## config.mk

```make
export PLATFORM = sky130hd
export DESIGN_NAME = sp_mem_arbiter_flat
export DESIGN_NICKNAME = d
export VERILOG_FILES = /design/src/rtl/sp_mem_arbiter_pkg.sv /design/src/rtl/sp_mem_arbiter_if.sv /design/src/rtl/sp_mem_arbiter_rr_picker.sv /design/src/rtl/sp_mem_arbiter.sv /design/src/flat_wrapper.sv
export SDC_FILE = /design/constraint.sdc
export NUM_CORES = 1
export LEC_CHECK = 0
export CORE_AREA = 2 2 111 113
export DETAILED_ROUTE_END_ITERATION = 10
export DIE_AREA = 0 0 113 115
export DONT_BUFFER_PORTS = 1
export PLACE_DENSITY = 0.57
export SETUP_SLACK_MARGIN = 0.4
export SYNTH_ARGS = -nofsm -noshare
export SYNTH_HDL_FRONTEND = slang
export SYNTH_SLANG_ARGS = --single-unit
```

## constraint.sdc

```tcl
create_clock -name clk -period 2.15 [get_ports clk]
set_input_delay 0.43 -clock clk [delete_from_list [all_inputs] [get_ports clk]]
set_output_delay 0.43 -clock clk [all_outputs]
set_load 0.01 [all_outputs]
```

## src/rtl/sp_mem_arbiter_pkg.sv

```systemverilog
// Shared types for the single-port memory arbiter.
// FSM encoding and the write/read strobe values.
package sp_arb_pkg;

   typedef enum logic [1:0] {
      IDLE,
      BUSY,
      DONE
   } arb_state_t;

   localparam logic WR = 1'b1;
   localparam logic RD = 1'b0;

endpackage

```

## src/rtl/sp_mem_arbiter_if.sv

```systemverilog
// Requester-side and memory-side bundle of the arbiter.
// master = arbiter view, slave = requesters plus memory.
interface sp_mem_arbiter_if #(
   parameter int NUM_REQ = 4,
   parameter int ADDR_W  = 8,
   parameter int DATA_W  = 32
);

   logic [NUM_REQ-1:0]        req_valid;
   logic [NUM_REQ-1:0]        req_wr_rd;
   logic [NUM_REQ*ADDR_W-1:0] req_addr;
   logic [NUM_REQ*DATA_W-1:0] req_wdata;
   logic [NUM_REQ-1:0]        req_ready;
   logic [DATA_W-1:0]         req_rdata;
   logic [NUM_REQ-1:0]        req_err;

   logic                      mem_valid;
   logic                      mem_wr_rd;
   logic [ADDR_W-1:0]         mem_addr;
   logic [DATA_W-1:0]         mem_wdata;
   logic [DATA_W-1:0]         mem_rdata;
   logic                      mem_ready;

   modport master (
      input  req_valid, req_wr_rd, req_addr, req_wdata,
      input  mem_rdata, mem_ready,
      output req_ready, req_rdata, req_err,
      output mem_valid, mem_wr_rd, mem_addr, mem_wdata
   );

   modport slave (
      output req_valid, req_wr_rd, req_addr, req_wdata,
      output mem_rdata, mem_ready,
      input  req_ready, req_rdata, req_err,
      input  mem_valid, mem_wr_rd, mem_addr, mem_wdata
   );

endinterface

```

## src/rtl/sp_mem_arbiter_rr_picker.sv

```systemverilog
// Combinational round-robin picker: first set request
// found searching upward from last+1 with wrap-around.
module rr_picker #(
   parameter  int N  = 4,
   localparam int IW = (N > 1) ? $clog2(N) : 1
) (
   input  logic [N-1:0]  req,
   input  logic [IW-1:0] last,
   output logic [IW-1:0] gnt_idx,
   output logic          gnt_any
);

   logic [IW-1:0] idx;

   // Walk from farthest to nearest so the nearest hit is written last.
   always_comb begin
      gnt_idx = '0;
      gnt_any = 1'b0;
      idx     = '0;
      for (int k = N; k >= 1; k--) begin
         idx = IW'((int'(last) + k) % N);
         if (req[idx]) begin
            gnt_idx = idx;
            gnt_any = 1'b1;
         end
      end
   end

endmodule

```

## src/rtl/sp_mem_arbiter.sv

```systemverilog
// Round-robin arbiter sharing one single-port memory
// between NUM_REQ requesters, with a per-transaction watchdog.
module sp_mem_arbiter
   import sp_arb_pkg::*;
#(
   parameter int NUM_REQ = 4,
   parameter int ADDR_W  = 8,
   parameter int DATA_W  = 32,
   parameter int TIMEOUT = 16
) (
   input logic               clk,
   input logic               rst,
   sp_mem_arbiter_if.master  bus
);

   localparam int IW = $clog2(NUM_REQ);
   localparam int WW = $clog2(TIMEOUT);

   arb_state_t          state_q, state_d;
   logic [IW-1:0]       grant_q, grant_d;
   logic [IW-1:0]       last_q, last_d;
   logic                wr_rd_q, wr_rd_d;
   logic [ADDR_W-1:0]   addr_q, addr_d;
   logic [DATA_W-1:0]   wdata_q, wdata_d;
   logic [DATA_W-1:0]   rdata_q, rdata_d;
   logic [NUM_REQ-1:0]  ready_q, ready_d;
   logic [NUM_REQ-1:0]  err_q, err_d;
   logic [WW-1:0]       wdog_q, wdog_d;

   logic [IW-1:0]       gnt_idx;
   logic                gnt_any;

   rr_picker #(.N(NUM_REQ)) u_pick (
      .req     (bus.req_valid),
      .last    (last_q),
      .gnt_idx (gnt_idx),
      .gnt_any (gnt_any)
   );

   always_comb begin
      state_d = state_q;
      grant_d = grant_q;
      last_d  = last_q;
      wr_rd_d = wr_rd_q;
      addr_d  = addr_q;
      wdata_d = wdata_q;
      rdata_d = rdata_q;
      ready_d = '0;
      err_d   = '0;
      wdog_d  = wdog_q;
      unique case (state_q)
         IDLE: begin
            if (gnt_any) begin
               grant_d = gnt_idx;
               wr_rd_d = bus.req_wr_rd[gnt_idx] ? WR : RD;
               addr_d  = bus.req_addr[int'(gnt_idx)*ADDR_W +: ADDR_W];
               wdata_d = bus.req_wdata[int'(gnt_idx)*DATA_W +: DATA_W];
               wdog_d  = '0;
               state_d = BUSY;
            end
         end
         BUSY: begin
            // A ready on the expiry edge still counts as completion.
            if (bus.mem_ready) begin
               if (wr_rd_q == RD) rdata_d = bus.mem_rdata;
               ready_d[grant_q] = 1'b1;
               last_d  = grant_q;
               state_d = DONE;
            end else if (wdog_q == WW'(TIMEOUT - 1)) begin
               err_d[grant_q] = 1'b1;
               last_d  = grant_q;
               state_d = DONE;
            end else begin
               wdog_d = wdog_q + 1'b1;
            end
         end
         DONE: begin
            state_d = IDLE;
         end
         default: begin
            state_d = IDLE;
         end
      endcase
   end

   always_ff @(posedge clk) begin
      if (!rst) begin
         state_q <= IDLE;
         grant_q <= '0;
         last_q  <= IW'(NUM_REQ - 1);
         wr_rd_q <= RD;
         addr_q  <= '0;
         wdata_q <= '0;
         rdata_q <= '0;
         ready_q <= '0;
         err_q   <= '0;
         wdog_q  <= '0;
      end else begin
         state_q <= state_d;
         grant_q <= grant_d;
         last_q  <= last_d;
         wr_rd_q <= wr_rd_d;
         addr_q  <= addr_d;
         wdata_q <= wdata_d;
         rdata_q <= rdata_d;
         ready_q <= ready_d;
         err_q   <= err_d;
         wdog_q  <= wdog_d;
      end
   end

   assign bus.mem_valid = (state_q == BUSY);
   assign bus.mem_wr_rd = wr_rd_q;
   assign bus.mem_addr  = addr_q;
   assign bus.mem_wdata = wdata_q;
   assign bus.req_rdata = rdata_q;
   assign bus.req_ready = ready_q;
   assign bus.req_err   = err_q;

endmodule

```

## src/flat_wrapper.sv

```systemverilog
// flat-port wrapper written by rule: the top's interface ports become plain ports
module sp_mem_arbiter_flat import sp_arb_pkg::*;
#(
   parameter int NUM_REQ = 4,
   parameter int ADDR_W  = 8,
   parameter int DATA_W  = 32,
   parameter int TIMEOUT = 16
)
  (clk, rst, bus_req_valid, bus_req_wr_rd, bus_req_addr, bus_req_wdata, bus_mem_rdata, bus_mem_ready, bus_req_ready, bus_req_rdata, bus_req_err, bus_mem_valid, bus_mem_wr_rd, bus_mem_addr, bus_mem_wdata);
  sp_mem_arbiter_if #(.NUM_REQ(NUM_REQ), .ADDR_W(ADDR_W), .DATA_W(DATA_W)) bus_i ();
  input logic clk;
  input logic rst;
  input wire logic [$bits(bus_i.req_valid)-1:0] bus_req_valid;
  input wire logic [$bits(bus_i.req_wr_rd)-1:0] bus_req_wr_rd;
  input wire logic [$bits(bus_i.req_addr)-1:0] bus_req_addr;
  input wire logic [$bits(bus_i.req_wdata)-1:0] bus_req_wdata;
  input wire logic [$bits(bus_i.mem_rdata)-1:0] bus_mem_rdata;
  input wire logic [$bits(bus_i.mem_ready)-1:0] bus_mem_ready;
  output wire logic [$bits(bus_i.req_ready)-1:0] bus_req_ready;
  output wire logic [$bits(bus_i.req_rdata)-1:0] bus_req_rdata;
  output wire logic [$bits(bus_i.req_err)-1:0] bus_req_err;
  output wire logic [$bits(bus_i.mem_valid)-1:0] bus_mem_valid;
  output wire logic [$bits(bus_i.mem_wr_rd)-1:0] bus_mem_wr_rd;
  output wire logic [$bits(bus_i.mem_addr)-1:0] bus_mem_addr;
  output wire logic [$bits(bus_i.mem_wdata)-1:0] bus_mem_wdata;
  assign bus_i.req_valid = bus_req_valid;
  assign bus_i.req_wr_rd = bus_req_wr_rd;
  assign bus_i.req_addr = bus_req_addr;
  assign bus_i.req_wdata = bus_req_wdata;
  assign bus_i.mem_rdata = bus_mem_rdata;
  assign bus_i.mem_ready = bus_mem_ready;
  assign bus_req_ready = bus_i.req_ready;
  assign bus_req_rdata = bus_i.req_rdata;
  assign bus_req_err = bus_i.req_err;
  assign bus_mem_valid = bus_i.mem_valid;
  assign bus_mem_wr_rd = bus_i.mem_wr_rd;
  assign bus_mem_addr = bus_i.mem_addr;
  assign bus_mem_wdata = bus_i.mem_wdata;
  sp_mem_arbiter #(.NUM_REQ(NUM_REQ), .ADDR_W(ADDR_W), .DATA_W(DATA_W), .TIMEOUT(TIMEOUT)) u_core (.clk(clk), .rst(rst), .bus(bus_i));
endmodule
```

==> qor_table.md <==
| Step | Metric | Value |
| --- | --- | --- |
| final layout | Fill cells | 1131 |
| final layout | Final design utilization | 0.452 |
| sta | Setup-violating endpoint count in the final report | 0 |
| route | Antenna-violating nets left | 0 |
| sta | Transition time of the tightest slew-check pin | 497 ps |
| sta | Sum of negative setup slack | 0 ps |
| sta | Number of pins exceeding their max-slew limit in the final report | 0 |
| yosys | Netlist area before placement | 4620 um^2 |
| hold path | HP Class | primary input to flop |
| sta | Hold violation count in the final report | 0 |
| worst setup path | Number of cells traversed by the worst register-to-register path | 7 |
| placed design | Post-Place Cells | 619 |
| yosys | Count of unique library cells instantiated by Yosys | 37 |
| grt | Vias in the first global route | 3893 |
| final layout | Fraction of layout cells with a size suffix above 1 | 0.194 |
| worst setup path | Data arrival time of the critical path | 2160 ps |
| yosys | Count of state elements after synthesis | 91 |
| placed design | Placed inst area | 4700 um^2 |
| clock network | Insertion delay to the later sink of the worst-skew pair | 340 ps |
| hold path | Instance count along the most critical hold path | 1 |
| route | Number of remaining DRC errors | 14 |
| yosys | Syn Area/Cell | 9.09 um^2 |
| grt | Overall overflow remaining after global route | 0 |
| sta | RSZ-0062 raised after global routing | true |
| power and ir drop | Pwr Density | 877 nW/um^2 |
| die | Placeable core region | 11800 um^2 |
| route | Vias | 3849 |
| sta | F_max | 517 MHz |
| final layout | Post-route design area | 5340 um^2 |
| worst setup path | Category of the critical setup timing path | flop to flop |
| clock network | Clk buf depth | 2 |
| route | Routed vias/inst | 5.94 |
| yosys | Count of flip-flops with a built-in enable after synthesis | 0 |
| yosys | Fraction of registers with async set/reset | 0 |
| yosys | Dominant synthesized flop cell | dfxtp_1 |
| placed design | Count of buffers from port buffering | 0 |
| power and ir drop | Leakage dissipation | 2.06 nW |
| clock network | Number of levels the H-tree was split into | 3 |
| sta | Worst slew margin | 0.669 |
| worst setup path | Critical path data required time | 2370 ps |
| final layout | Post-layout instance count excluding filler cells | 648 |
| yosys | Warning count from the yosys run | 0 |
| placed design | HPWL after detailed placement | 8820 um |
| grt | Number of antenna violations at the first check in global routing | 0 |
| worst setup path | Standard cell with the maximum stage delay on the critical path | dfxtp_4 |
| yosys | Register area share after synthesis | 0.394 |
| grt | Largest net degree at the start of global routing | 83 |
| route | Average detailed-routed wire length per instance | 21.0 um |
| clock network | Clock tree sinks | 91 |
| outcome | Result of the run | complete, but fails checks |
| placed design | Placement Setup Slack | -43.3 ps |
| grt | Wire length of the first global-routing pass | 20300 um |
| route | DRT Pass-1 Iters | 9 |
| clock network | Hold_buf cts | 0 |
| die | Number of cell rows | 40 |
| grt | Overall track demand over capacity in global routing | 0.196 |
| worst setup path | Worst Setup Start Kind | flop |
| yosys | Syn Nets | 712 |
| die | Number of ports placed on the die boundary | 285 |
| sta | Final worst setup slack | 217 ps |
| outcome | Failing checks | DRC |
| die | Initial standard-cell utilization of the core | 0.391 |
| clock network | Clock edge transition at the registers on the reported setup and hold paths | 70 ps |
| sta | Max Clock Skew | 10.4 ps |
| route | Overall routed net length | 13600 um |
| job | Max-cap check violation count | 0 |
| die | Vertical die dimension | 115 um |
| worst setup path | Cells along the critical path | mux2i_2, o22ai_2, a21oi_4, buf_12, clkbuf_16, mux2_2, a221o_1 |
| final layout | Antenna cells | 0 |
| die | Floorplan die area | 13000 um^2 |
| power and ir drop | VDD IR max | 0.434 mV |
| yosys | Instance count of the mapped netlist | 508 |
| final layout | Post-layout nets | 700 |
| clock network | TritonCTS buffer count | 9 |
| final layout | Layout overhead on the synthesized area | 15.7% |
| clock network | Clock tree from TritonCTS | done |
| placed design | Placer congestion estimate | 0.757 |
| sta | Final period util | 0.899 |
| worst setup path | Crit end category | flop |
| final layout | Multi-input combinational cell area | 2630 um^2 |
| clock network | CTS Root Cell | clkbuf_16 |
| die | Floorplan die width | 113 um |
| worst setup path | Highest fanout seen on the critical path | 11 |
| worst setup path | Largest incremental delay on the critical path | 370 ps |
| final layout | Sequential standard cell area | 1830 um^2 |
| sta | Post-layout min period | 1930 ps |
| route | Detailed router's first-iteration violation count | 287 |
[Yosys cell counts (2+ instances only)]
cell type | number | area share
buf_2 | 12 | 0.013
mux2i_1 | 45 | 0.098
clkbuf_1 | 18 | 0.015
buf_1 | 4 | 0.0032
nand3_1 | 83 | 0.090
xnor2_1 | 2 | 0.0038
nand2_1 | 73 | 0.059
buf_6 | 14 | 0.034
a221o_1 | 40 | 0.087
a21oi_1 | 37 | 0.040
inv_1 | 3 | 0.0024
nand3b_1 | 2 | 0.0032
nor4_1 | 2 | 0.0027
nor3_1 | 4 | 0.0043
and3_1 | 2 | 0.0027
mux2_2 | 40 | 0.098
nor2_1 | 12 | 0.0098
nand2b_1 | 5 | 0.0068
dfxtp_1 | 91 | 0.39
nor2b_1 | 2 | 0.0027
[stage by stage]
step | hold slack, ps | power, mW
CTS | 147 | 4.72
floorplan | 467 | 2.66
global placement | 482 | 2.80
detailed placement | 489 | 2.82
finish | 163 | 4.68
global route | 139 | 4.90
[worst max-delay path, delay by kind of cell (launching register included)]
| family | cells | cell delay [ps] |
|---|---|---|
| flops | 1 | 370 |
| compound gates | 3 | 540 |
| buf+inv | 2 | 350 |
| mux | 2 | 570 |
[repair_timing]
action / CTS / global route
setup buffers: 8 / 0
gates resized for setup: 27 / 8
pin swaps: 5 / 1
cloned: 4 / 1
setup endpoints to repair: 42 / 49
[cell type report]
cell class,count,share of cell area
Clock buffer,10,0.0447
Multi-Input combinational cell,366,0.492
Sequential cell,91,0.342
Tap cell,147,0.0344
Timing Repair Buffer,25,0.0672
Inverter,3,0.00211
Clock inverter,6,0.0176
[worst paths after layout]
check | slack (ps) | end | from
worst max register to register | 220 | u_core.bus.mem_wdata[13]$_SDFFE_PN0P_ | u_core.last_q[1]$_SDFFE_PN1P_
worst min-delay path | 160 | u_core.last_q[1]$_SDFFE_PN1P_ | rst
worst max-delay path | 220 | u_core.bus.mem_wdata[13]$_SDFFE_PN0P_ | u_core.last_q[1]$_SDFFE_PN1P_
worst min register to register | 500 | u_core.wdog_q[1]$_SDFFE_PN0P_ | u_core.wdog_q[1]$_SDFFE_PN0P_
[cell families after synthesis]
kind of cell               synth area share
DFF                                   0.394
buffers and inverters                0.0704
muxes                                 0.195
adders and majority gates           0.00271
AOI/OAI and AO/OA                     0.139
xor gates and xnor gates            0.00379
and+or+nand+nor                       0.194
[per-layer routing]
layer  GRT usage  vias up  routed length [um]
met1       0.219     1814                5150
li1            -     1824                   -
met3      0.0685       10                1240
met2       0.354      201                7090
met5           0        -                   0
met4      0.0577        0                 154
[report_power, final]
| part | internal (mW) | total [mW] | leakage [nW] | switching [mW] |
|---|---|---|---|---|
| Combinational | 0.448 | 0.895 | 1.15 | 0.447 |
| Sequential | 1.84 | 2.04 | 0.745 | 0.196 |
| Clock | 1.06 | 1.75 | 0.160 | 0.690 |
| Total | 3.35 | 4.68 | 2.06 | 1.33 |
[state kept, by name, summed over array words and instances, names as in the netlist]
register              count
u_core.bus.mem_wr_rd      1
u_core.bus.mem_wdata     32
u_core.wdog_q             4
u_core.bus.req_err        4
u_core.grant_q            2
u_core.state_q            2
u_core.bus.req_ready      4
u_core.bus.mem_addr       8
u_core.last_q             2
u_core.bus.req_rdata     32
[cell usage in the layout (no fill, tap or decap), types with 3 or more instances in the layout]
cell,instances
a21oi_1,35
mux2_4,18
clkbuf_16,10
dfxtp_1,90
mux2_2,22
nand3_1,83
buf_12,5
nand2_1,73
buf_16,4
mux2i_1,44
inv_1,3
nor2_1,12
nand2b_1,5
buf_4,13
nor3_1,3
a221o_1,40
No activity file was read; power rests on OpenSTA's default activity.
